## src/rtl/bitty_instr_feeder.sv

```systemverilog
// Instruction feeder for the Bitty core: presents one instruction at a time
// from a host-loaded program memory, advances on each rising edge of the
// core's done, stops after a programmed count and flags a hung core.
//
// state   | meaning
// --------+-----------------------------------------------------------
// S_IDLE  | waiting for start; dout/pc hold, loads allowed
// S_FETCH | memory read of mem[pc] into dout, timeout counter cleared
// S_WAIT  | dout valid, waiting for a done rising edge or timeout
// S_ERROR | core never answered; dout/pc hold, loads allowed, restartable
module bitty_instr_feeder #(
    parameter int DEPTH   = 256,
    parameter int AW      = 8,
    parameter int TIMEOUT = 64
) (
    input  logic          i_clk,
    input  logic          i_reset,
    input  logic          i_load_en,
    input  logic [AW-1:0] i_load_addr,
    input  logic [15:0]   i_load_data,
    input  logic          i_start,
    input  logic [AW-1:0] i_count,
    input  logic          i_done,
    output logic [15:0]   o_dout,
    output logic          o_instr_valid,
    output logic [AW-1:0] o_pc,
    output logic          o_busy,
    output logic          o_finished,
    output logic          o_timeout_err
);

    localparam int TW = (TIMEOUT > 2) ? $clog2(TIMEOUT) : 1;
    localparam logic [TW-1:0] TMO_LAST = TW'(TIMEOUT - 1);

    typedef enum logic [1:0] {
        S_IDLE  = 2'd0,
        S_FETCH = 2'd1,
        S_WAIT  = 2'd2,
        S_ERROR = 2'd3
    } state_t;

    state_t        r_state;
    state_t        w_state_nxt;

    logic [15:0]   r_mem [DEPTH];
    logic [15:0]   r_dout;
    logic [AW-1:0] r_pc;
    logic [AW-1:0] r_count;
    logic [TW-1:0] r_tmo_cnt;
    logic          r_done_q;
    logic          r_finished;
    logic          r_timeout_err;

    logic          w_busy;
    logic          w_done_rise;
    logic          w_accept_start;
    logic          w_pc_inc;
    logic          w_finish;
    logic          w_tmo_hit;
    logic          w_mem_we;
    logic [15:0]   w_rd_data;

    assign w_busy      = (r_state == S_FETCH) || (r_state == S_WAIT);
    assign w_done_rise = i_done & ~r_done_q;

    // Host writes only land while the sequencer is not running.
    assign w_mem_we  = i_load_en && !w_busy && (int'(i_load_addr) < DEPTH);
    assign w_rd_data = (int'(r_pc) < DEPTH) ? r_mem[r_pc] : 16'h0000;

    // Program memory: no reset so contents survive a mid-run reset.
    always_ff @(posedge i_clk) begin
        if (w_mem_we) begin
            r_mem[i_load_addr] <= i_load_data;
        end
    end

    // State register.
    always_ff @(posedge i_clk or negedge i_reset) begin
        if (!i_reset) begin
            r_state <= S_IDLE;
        end else begin
            r_state <= w_state_nxt;
        end
    end

    // Next-state decode and datapath strobes.
    always_comb begin
        w_state_nxt    = r_state;
        w_accept_start = 1'b0;
        w_pc_inc       = 1'b0;
        w_finish       = 1'b0;
        w_tmo_hit      = 1'b0;
        case (r_state)
            S_IDLE, S_ERROR: begin
                if (i_start && (i_count != '0)) begin
                    w_accept_start = 1'b1;
                    w_state_nxt    = S_FETCH;
                end
            end
            S_FETCH: begin
                w_state_nxt = S_WAIT;
            end
            S_WAIT: begin
                if (w_done_rise) begin
                    if (r_pc == (r_count - AW'(1))) begin
                        w_finish    = 1'b1;
                        w_state_nxt = S_IDLE;
                    end else begin
                        w_pc_inc    = 1'b1;
                        w_state_nxt = S_FETCH;
                    end
                end else if (r_tmo_cnt == TMO_LAST) begin
                    w_tmo_hit   = 1'b1;
                    w_state_nxt = S_ERROR;
                end
            end
            default: begin
                w_state_nxt = S_IDLE;
            end
        endcase
    end

    // Datapath registers: instruction, pc, count, timeout and status flags.
    always_ff @(posedge i_clk or negedge i_reset) begin
        if (!i_reset) begin
            r_dout        <= '0;
            r_pc          <= '0;
            r_count       <= '0;
            r_tmo_cnt     <= '0;
            r_done_q      <= 1'b0;
            r_finished    <= 1'b0;
            r_timeout_err <= 1'b0;
        end else begin
            r_done_q   <= i_done;
            r_finished <= w_finish;

            if (w_accept_start) begin
                r_count       <= i_count;
                r_pc          <= '0;
                r_timeout_err <= 1'b0;
            end else if (w_pc_inc) begin
                r_pc <= r_pc + AW'(1);
            end

            if (w_tmo_hit) begin
                r_timeout_err <= 1'b1;
            end

            if (r_state == S_FETCH) begin
                r_dout    <= w_rd_data;
                r_tmo_cnt <= '0;
            end else if ((r_state == S_WAIT) && !w_done_rise && !w_tmo_hit) begin
                r_tmo_cnt <= r_tmo_cnt + TW'(1);
            end
        end
    end

    assign o_dout        = r_dout;
    assign o_pc          = r_pc;
    assign o_busy        = w_busy;
    assign o_instr_valid = (r_state == S_WAIT);
    assign o_finished    = r_finished;
    assign o_timeout_err = r_timeout_err;

endmodule

```

## config.mk

```make
export PLATFORM = sky130hd
export DESIGN_NAME = bitty_instr_feeder
export DESIGN_NICKNAME = d
export VERILOG_FILES = /design/src/rtl/bitty_instr_feeder.sv
export SDC_FILE = /design/constraint.sdc
export NUM_CORES = 2
export LEC_CHECK = 0
export BUFFER_PORTS_ARGS = -buffer_cell sky130_fd_sc_hd__buf_2
export CAP_MARGIN = 20
export CELL_PAD_IN_SITES_DETAIL_PLACEMENT = 1
export CELL_PAD_IN_SITES_GLOBAL_PLACEMENT = 1
export CORE_ASPECT_RATIO = 0.6
export CORE_UTILIZATION = 49
export CTS_BUF_LIST = sky130_fd_sc_hd__clkbuf_2
export CTS_CLUSTER_DIAMETER = 80
export DETAILED_ROUTE_END_ITERATION = 10
export PLACE_DENSITY_LB_ADDON = 0.1
export SKIP_LAST_GASP = 1
export SYNTH_ARGS = -nofsm -noshare
export SYNTH_HDL_FRONTEND = slang
export SYNTH_SLANG_ARGS = --single-unit
export TNS_END_PERCENT = 10
```

## constraint.sdc

```tcl
create_clock -name i_clk -period 2.8 [get_ports i_clk]
set_input_delay 0.42 -clock i_clk [delete_from_list [all_inputs] [get_ports i_clk]]
set_output_delay 0.42 -clock i_clk [all_outputs]
set_load 0.01 [all_outputs]
```

==> results.toml <==
[outcome]
status = "complete, but fails checks"
violations = "setup timing"

[critical_path]
path_class = "register to register"
worst-path-max-fanout = 6
cp-end-kind = "register"
required_ns = 4.83
worstSetupStartpointType = "register"
crit_arrival_ns = 5.72

[global_route]
grt-ovfl-total = 0
antenna_found_initial = 43
grt_max_degree = 165
grt_use_total_pct = 34.0
grt_pass1_vias = 93800
grt_pass1_wl_um = 770000

[clocking]
numCtsBuffers = 915
clockRootBuffer = "clkbuf_2"
clkLatencyLatePin_ns = 2.15
clkTransAtPathRegs_ns = 0.11
cts_buffer_depth = 4
cts-htree-levels = 6
cts_tree = "built"
cts.sinks = 4139

[route]
firstDrtPassIters = 8
vias = 95600
wirelength_um = 574000
drc = 0
final_antenna_net_count = 0
vias_per_cell = 6.39
drt-wirelength-per-cell_um = 38.4
drt_iter0_drc = 15100

[logic_synthesis]
synth_ff_type = "edfxtp_1"
yosys_warnings = 0
yosysTopAreaCellShare_pct = 76.6
syn_area_per_cell_sq_um = 21.0
synth_area_leaders = "edfxtp_1 77%, mux4_2 11%, mux2i_1 3.2%, nor2_1 0.81%, dfrtp_1 0.67%"
synth_compound_area_share_pct = 3.60
synth.distinct_cells = 77
synth-seq-cells = 4139
syn_nets = 7676
synth_top_family_by_area = "multiplexers"
synth-xor-area-share_pct = 0.120
async_reset_ff_share_pct = 1.04
syn-cell-area_sq_um = 161000
synthAdderAreaFrac_pct = 0.0390
syn_inst = 7634
synth-simple-area-share_pct = 2.15
yosysTopAreaCell = "edfxtp_1"
seq_area_frac_synth_pct = 77.3
synth_edf_count = 4096
synth_mux_area_share_pct = 15.0

[finish]
multi_input_area_sq_um = 36000
final_core_util_pct = 60.0
final.fill_count = 28100
final_area_sq_um = 195000
drive_gt1_share_pct = 42.4
final_common_cell = "edfxtp_1"
regArea_sq_um = 124000
nNetsFinal = 9928
final_cell_mix = "4096 x edfxtp_1, 1407 x clkbuf_2, 1015 x buf_4"
syn_to_final_growth_pct = 21.6

[timing]
slew_viol_final = 0
finalHoldViolations = 0
tightest_slew_ns = 1.21
fmax_mhz = 271
setup_tns_ns = -91.16
layout_min_cycle_time_ns = 3.69
rsz0062_at_grt = "yes"
relSlewSlack_pct = 19.4
finalClockSkew_ns = 0.154
setup_violations = 426
timing.hold.ws_ns = 0.251
setup_ws_ns = -0.889
fin_crit_sh_pct = 132

[floorplan]
die_x_um = 741
io_pins = 65
start_util_pct = 49.3
rows = 162
fp.dieH_um = 445
coreArea_sq_um = 325000
die-area_sq_um = 330000

[place]
gp_congestion = 0.910
postPlaceCellArea_sq_um = 180000
portBuffers = 64
hpwlAfterDp_um = 369000

[flow_run]
max_cap_violations = 0

[worst_hold_path]
hp-class = "primary input to register"

[pwr]
cellLeakagePower_nw = 64.1
power_density_nw_per_um2 = 723
peakVddDrop_uv = 479
==> power by group <==
group / switching (W) / internal, W / total [W]
clock network: 0.0247 / 0.0146 / 0.0393
logic: 0.0163 / 0.0168 / 0.0331
registers: 0.000486 / 0.0683 / 0.0688
==> layer usage <==
metal | GRT usage, % | routed length [um] | vias to the layer above
li1 | - | - | 37100
met1 | 51.9 | 237000 | 50800
met2 | 47.1 | 242000 | 6806
met3 | 9.72 | 75300 | 862
met4 | 11.6 | 20200 | 14
met5 | 0.581 | 91 | -
==> synthesized netlist by cell type, types with 7 or more instances <==
cell	count
clkbuf_1	191
a2111oi_0	25
a21oi_1	157
nor2_1	345
buf_4	70
o21ai_0	107
buf_1	35
nor4_1	26
a31oi_1	36
a211oi_1	43
edfxtp_1	4096
o22ai_1	98
a221oi_1	72
o31ai_1	29
buf_2	88
xnor2_1	14
a22oi_1	92
mux2_2	73
nand3_1	55
nor3_1	41
a211o_1	16
mux2i_1	513
buf_6	71
and2_1	13
nand4_1	16
o221ai_1	41
o211ai_1	13
nand2b_1	20
nand2_1	160
nor2b_1	35
or4_1	7
and3_1	9
inv_1	17
a221o_1	32
dfrtp_1	43
xor2_1	8
mux4_2	808
==> critical path, stage by stage, from the launching register on <==
cell,delay (ns)
dfrtp_4,0.53
buf_16,0.18
buf_16,0.15
buf_12,0.15
mux4_2,0.50
mux4_2,0.53
nand2_1,0.24
o21ai_0,0.23
buf_4,0.20
a211oi_1,0.47
a31oi_1,0.13
a211o_1,0.30
==> per-stage QoR <==
| stage | worst slack (ns) | power [W] | instances |
|---|---|---|---|
| floorplan | -0.0584 | 0.0869 | 7634 |
| global placement | -1.56 | 0.0972 | 12900 |
| detailed placement | -1.28 | 0.0976 | 12900 |
| CTS | -1.03 | 0.138 | 14800 |
| global route | -0.943 | 0.146 | 15000 |
| finish | -0.889 | 0.141 | 15000 |
==> path summary, 6_finish.rpt <==
kind | startpoint | slack [ns] | depth (start not counted) | endpoint
max | o_pc[0] | -0.89 | 11 | o_dout[4]
min | i_load_data[0] | 0.25 | 3 | r_mem[16][0]
max reg2reg | o_pc[0] | -0.89 | 11 | o_dout[4]
min reg2reg | o_dout[1] | 0.52 | 1 | o_dout[1]
max in group asynchronous | i_reset | 1.80 | 7 | o_dout[14]
min in group asynchronous | i_reset | 0.53 | 6 | o_pc[1]
==> state kept, by name, summed over array words and instances (netlist names) <==
signal / cells
r_state: 2
o_pc: 8
r_count: 8
o_finished: 1
r_mem: 4096
r_done_q: 1
o_timeout_err: 1
r_tmo_cnt: 6
o_dout: 16
==> cell type report <==
type,count,area share [%]
sequential,4139,63.6
timing repair buffer,1797,10.9
antenna,20,0.0256
multi-input combinational,3015,18.4
tap,4346,2.79
clock inverter,227,0.662
inverter,18,0.0545
clock buffer,1407,3.61
==> kinds of logic (layout without fill, tap and decap cells) <==
kind of cell / after synthesis / after routing
flip-flops: 4139 / 4139
multiplexers: 1394 / 1394
AO/OA/AOI/OAI: 833 / 833
AND/OR/NAND/NOR: 761 / 761
buffers and inverters: 480 / 3449
XOR/XNOR: 22 / 22
adder cells (fa/ha/maj): 5 / 5
other: 0 / 20
==> repair_timing <==
item / in CTS / in global routing
endpoints found under the hold margin: 8262 / 0
resized for setup: 182 / 402
cloned: 5 / 17
buffers inserted: 63 / 187
endpoints found under the setup margin: 80 / 390
hold buffers: 126 / 0
pin swaps: 33 / 92
(Power assumes the default switching activity.)
